[src/rtl/fetch_unit.sv]
// ----------------------------------------------------------------------------
// fetch_unit
//   Instruction-fetch stage. Owns the fetch PC, issues in-order requests on
//   the instruction-memory port, buffers returned words together with their
//   PC, and presents the buffer head to the fetch/decode pipeline register.
//
// Ports
//   clk, rst              clock (rising edge), asynchronous active-high reset
//   stall_F               1 = decode stalled: hold the head, do not pop
//   redirect, redirect_pc taken branch/jump: flush and restart at redirect_pc
//   imem_req, imem_addr   request valid / 4-aligned byte address
//   imem_gnt              request accepted (imem_req & imem_gnt = handshake)
//   imem_rvalid/rdata     in-order response, >= 1 cycle after grant
//   instr_IF, PC_IF,      buffer head word / its PC / PC+4
//   PCPlus4_IF            (NOP_INSTR, 0, 0 when the buffer is empty)
//   valid_IF              1 = head holds a real fetched instruction
//
// Handshakes: a request transfers on a cycle with imem_req & imem_gnt; a
// response transfers on any cycle with imem_rvalid (no back-pressure). The
// credit check (outstanding + buffered < FIFO_DEPTH) guarantees every
// response has a buffer slot, so the response port never needs to stall.
// ----------------------------------------------------------------------------
module fetch_unit #(
    parameter logic [31:0] RESET_PC   = 32'h0000_0000,
    parameter int          FIFO_DEPTH = 2,
    parameter logic [31:0] NOP_INSTR  = 32'h0000_0013
) (
    input  logic        clk,
    input  logic        rst,
    input  logic        stall_F,
    input  logic        redirect,
    input  logic [31:0] redirect_pc,
    output logic        imem_req,
    output logic [31:0] imem_addr,
    input  logic        imem_gnt,
    input  logic        imem_rvalid,
    input  logic [31:0] imem_rdata,
    output logic [31:0] instr_IF,
    output logic [31:0] PC_IF,
    output logic [31:0] PCPlus4_IF,
    output logic        valid_IF
);

    localparam int PW = $clog2(FIFO_DEPTH);
    localparam int CW = $clog2(FIFO_DEPTH + 1);

    typedef enum logic [1:0] {
        BOOT  = 2'd0,
        FETCH = 2'd1,
        DRAIN = 2'd2
    } state_t;

    state_t        state;
    logic [31:0]   fetch_pc;
    logic [CW-1:0] outstanding;
    logic [CW-1:0] kill_cnt;
    logic [CW-1:0] fifo_count;
    logic [PW-1:0] rd_ptr;
    logic [PW-1:0] wr_ptr;
    logic [PW-1:0] tag_rd;
    logic [PW-1:0] tag_wr;

    logic [31:0]   fifo_data [FIFO_DEPTH];
    logic [31:0]   fifo_pc   [FIFO_DEPTH];
    logic [31:0]   tag_pc    [FIFO_DEPTH];

    logic          grant;
    logic          push;
    logic          pop;
    logic          credit_ok;
    logic [CW:0]   credit_used;
    logic [CW-1:0] outstanding_nxt;

    always_comb begin
        credit_used     = {1'b0, outstanding} + {1'b0, fifo_count};
        credit_ok       = credit_used < (CW + 1)'(FIFO_DEPTH);
        imem_req        = (state == FETCH) && credit_ok && !redirect;
        imem_addr       = fetch_pc;
        grant           = imem_req && imem_gnt;
        // A response in a redirect cycle (or while draining) belongs to a
        // killed request and is never buffered.
        push            = (state == FETCH) && imem_rvalid && !redirect;
        valid_IF        = (fifo_count != '0);
        pop             = valid_IF && !stall_F && !redirect;
        outstanding_nxt = outstanding + CW'(grant) - CW'(imem_rvalid);
        instr_IF        = valid_IF ? fifo_data[rd_ptr] : NOP_INSTR;
        PC_IF           = valid_IF ? fifo_pc[rd_ptr] : 32'h0;
        PCPlus4_IF      = valid_IF ? fifo_pc[rd_ptr] + 32'd4 : 32'h0;
    end

    always_ff @(posedge clk or posedge rst) begin
        if (rst) begin
            state       <= BOOT;
            fetch_pc    <= RESET_PC;
            outstanding <= '0;
            kill_cnt    <= '0;
            fifo_count  <= '0;
            rd_ptr      <= '0;
            wr_ptr      <= '0;
            tag_rd      <= '0;
            tag_wr      <= '0;
        end else begin
            outstanding <= outstanding_nxt;

            if (redirect) begin
                fetch_pc <= redirect_pc & 32'hFFFF_FFFC;
            end else if (grant) begin
                fetch_pc <= fetch_pc + 32'd4;
            end

            // PC tags of in-flight requests; killed requests need no tag.
            if (redirect) begin
                tag_rd <= '0;
                tag_wr <= '0;
            end else begin
                if (grant) tag_wr <= tag_wr + PW'(1);
                if (push)  tag_rd <= tag_rd + PW'(1);
            end

            if (redirect) begin
                rd_ptr     <= '0;
                wr_ptr     <= '0;
                fifo_count <= '0;
            end else begin
                if (push) wr_ptr <= wr_ptr + PW'(1);
                if (pop)  rd_ptr <= rd_ptr + PW'(1);
                fifo_count <= fifo_count + CW'(push) - CW'(pop);
            end

            case (state)
                BOOT:  state <= FETCH;
                FETCH: begin
                    // outstanding_nxt already includes this cycle's grant
                    // and any response consumed in the redirect cycle.
                    if (redirect && (outstanding_nxt != '0)) begin
                        state    <= DRAIN;
                        kill_cnt <= outstanding_nxt;
                    end
                end
                DRAIN: begin
                    if (imem_rvalid) begin
                        kill_cnt <= kill_cnt - CW'(1);
                        if (kill_cnt == CW'(1)) state <= FETCH;
                    end
                end
                default: state <= BOOT;
            endcase
        end
    end

    // Storage carries no reset: entries are only read when marked valid.
    always_ff @(posedge clk) begin
        if (grant) tag_pc[tag_wr] <= fetch_pc;
        if (push) begin
            fifo_data[wr_ptr] <= imem_rdata;
            fifo_pc[wr_ptr]   <= tag_pc[tag_rd];
        end
    end

    a_fifo_bound: assert property (@(posedge clk) disable iff (rst)
        fifo_count <= CW'(FIFO_DEPTH));

endmodule

[config.mk]
export PLATFORM = sky130hd
export DESIGN_NAME = fetch_unit
export DESIGN_NICKNAME = d
export VERILOG_FILES = /design/src/rtl/fetch_unit.sv
export SDC_FILE = /design/constraint.sdc
export NUM_CORES = 1
export LEC_CHECK = 0
export CAP_MARGIN = 20
export CELL_PAD_IN_SITES_DETAIL_PLACEMENT = 1
export CELL_PAD_IN_SITES_GLOBAL_PLACEMENT = 1
export CORE_MARGIN = 4
export CORE_UTILIZATION = 42
export CTS_CLUSTER_DIAMETER = 80
export DETAILED_ROUTE_END_ITERATION = 16
export PLACE_DENSITY_LB_ADDON = 0.1
export SLEW_MARGIN = 20
export SYNTH_ARGS = -nofsm -noshare
export SYNTH_HDL_FRONTEND = slang
export SYNTH_SLANG_ARGS = --single-unit
export TNS_END_PERCENT = 30
[constraint.sdc]
create_clock -name clk -period 5.1 [get_ports clk]
set_input_delay 0.765 -clock clk [delete_from_list [all_inputs] [get_ports clk]]
set_output_delay 0.765 -clock clk [all_outputs]
set_load 0.1 [all_outputs]
==> results.cfg <==
[timing]
skew_ns = 0.00930
maxSlewViolCount = 0
period_minus_slack_ns = 4.59
worst_hold_slack_ns = 0.524
finalSetupViolations = 0
fmax_mhz = 218
tns_ns = 0
timing.slew.headroom_pct = 31.3
worst_pin_slew_ns = 1.03
rsz0062_at_grt = false
hold_viol_final = 0
setup_slack_ns = 0.506
fin_crit_sh_pct = 90.1

[final_layout]
layout.nets = 1060
layout_common_cells = 184 x edfxtp_1, 164 x clkdlybuf4s50_1, 91 x nor2_1, 63 x nand2_1, 60 x mux2i_1
multiInputGateArea_mm2 = 0.00357
drive_above_1_share_pct = 13.8
area_growth_pct = 27.7
fillerInstances = 2452
n_antenna_cell = 0
final_common_cell = edfxtp_1
seqCellArea_mm2 = 0.00658

[critical_path]
end_kind = primary output
cp-start-kind = register
worstPathMaxFanout = 70
r2r_slack_ns = 1.61
arrival_ns = 3.83
critPathKind = register to primary output
crit_required_ns = 4.34

[logic_synthesis]
yosysTopAreaCell = edfxtp_1
synthCells = 793
synth_top_area_share_pct = 53.2
syn-cell-area_mm2 = 0.0104
synth_warnings = 0
ys_seq_elements = 226
synth_seq_area_share_pct = 63.3
synth.distinct_cells = 70
async_flop_share_pct = 18.6
synth-edff-count = 184
synthFlopType = edfxtp_1
yosys-top-cells-area = edfxtp_1 53%, dfrtp_1 10%, mux2i_1 5.8%
syn_area_per_cell_um2 = 13.1

[clock_tree]
cts_setup_buffers = 0
cts-root-buf = clkbuf_16
cts_sinks = 226
cts_buffer_depth = 3
htreeDepth = 1
cts_buffers = 24
cts_tree = yes
clkTransAtPathRegs_ns = 0.06
cts_resized = 0
cts_hold_buf = 0
clk_latency_ns = 0.51

[die]
ios = 200
fp.dieH_um = 165
die_area_mm2 = 0.0273
die_w_um = 165
core_area_mm2 = 0.0243
start_util_pct = 42.7
rows = 57

[pwr]
p_leak_nw = 4.59
vdd_drop_max_uv = 344
powerDensity_mw_per_mm2 = 575

[global_routing]
gr-total-overflow = 0
grt_pass1_wl_mm = 39.6
grt_util_met2_pct = 28.2
antenna_found_initial = 0
grt_max_degree = 77
grt.total_usage_pct = 18.1
grt_use_met3_pct = 3.50
grtUsageMet1_pct = 26.6
grt_pass1_vias = 7267
gr-max-usage-layer = met2

[placed_design]
dp_slack_ns = 1.01
place_congestion = 0.748
io_buffer_count = 191
dp_hpwl_mm = 17.5

[outcome]
status = finished, final reports clean

[route]
ant_nets = 0
drt_iter0_markers = 343
drc = 0
via_per_inst = 5.31
drt-pass1-iter-count = 5
drt-total-wl_mm = 25.2
wire_per_inst_um = 19.0
vias = 7036

[flow_run]
maxCapViolCount = 0

[hold_path]
min-delay-path-class = register to register
Yosys cell counts, drive strengths merged (15+ instances only):
cell / n
dfrtp: 42
xnor2: 15
clkbuf: 16
nand4: 23
buf: 28
o21ai: 23
nand2: 64
nand3: 34
nor2: 94
edfxtp: 184
mux2i: 60
mux2: 37
critical path: stages, from the launching register on:
cell and delay, ns:
dfrtp_4 0.92, nand4_1 0.31, a22oi_4 0.40, nand4_4 0.20, nor2_1 0.17, mux2_2 0.34, clkdlybuf4s50_1 0.96
stage by stage:
stage               cells  area (um2)  util, %  total power (W)
floorplan             798       10400        -          0.00523
global placement     1280       12500     51.5          0.00601
detailed placement   1280       12500     51.5          0.00606
CTS                  1324       13300     54.6          0.00771
global route         1324       13300     54.6          0.00798
finish               1324       13300     54.6          0.00763
cell type report:
cell class,count,area share [%]
clock inverter,8,0.387
tap,324,3.05
sequential,226,49.6
clock buffer,36,5.26
inverter,9,0.255
multi-input combinational,519,26.9
timing repair buffer,202,14.5
routing by layer:
layer	vias up	part of all wire, %
li1	3360	-
met1	3431	47
met2	213	45
met3	32	6.7
met4	0	1.6
met5	-	0
final timing paths:
| path | cells past startpoint | from | endpoint |
|---|---|---|---|
| setup / recovery | 6 | rd_ptr | PCPlus4_IF[25] |
| min in group asynchronous | 3 | rst | imem_addr[2] |
| setup reg to reg | 13 | fifo_count[0] | state[1] |
| max in group asynchronous | 3 | rst | rd_ptr |
| hold / removal | 1 | tag_wr | tag_wr |
| hold reg to reg | 1 | tag_wr | tag_wr |
logic make-up (layout without fill, tap and decap cells):
kind of cell,Yosys count,in the layout,share of synthesized area [%]
AOI/OAI and AO/OA,100,100,7.12
DFF,226,226,63.3
buffers and inverters,53,255,2.67
adders and majority gates,8,8,1.04
xor gates and xnor gates,20,20,1.69
and+or+nand+nor,288,288,14.4
other,1,6,0.0361
muxes,97,97,9.79
power by group:
group | internal [W] | switching (W)
Sequential | 0.00228 | 0.000224
Combinational | 0.000839 | 0.00265
Clock | 0.000951 | 0.000681
Total | 0.00407 | 0.00356
state kept, by name, summed over array words and instances, names as in the netlist:
name / cells
wr_ptr: 1
imem_addr: 30
outstanding: 2
kill_cnt: 2
state: 2
tag_wr: 1
rd_ptr: 1
fifo_data: 64
fifo_count: 2
fifo_pc: 60
tag_pc: 60
tag_rd: 1
No activity file was read; power rests on OpenSTA's default activity.
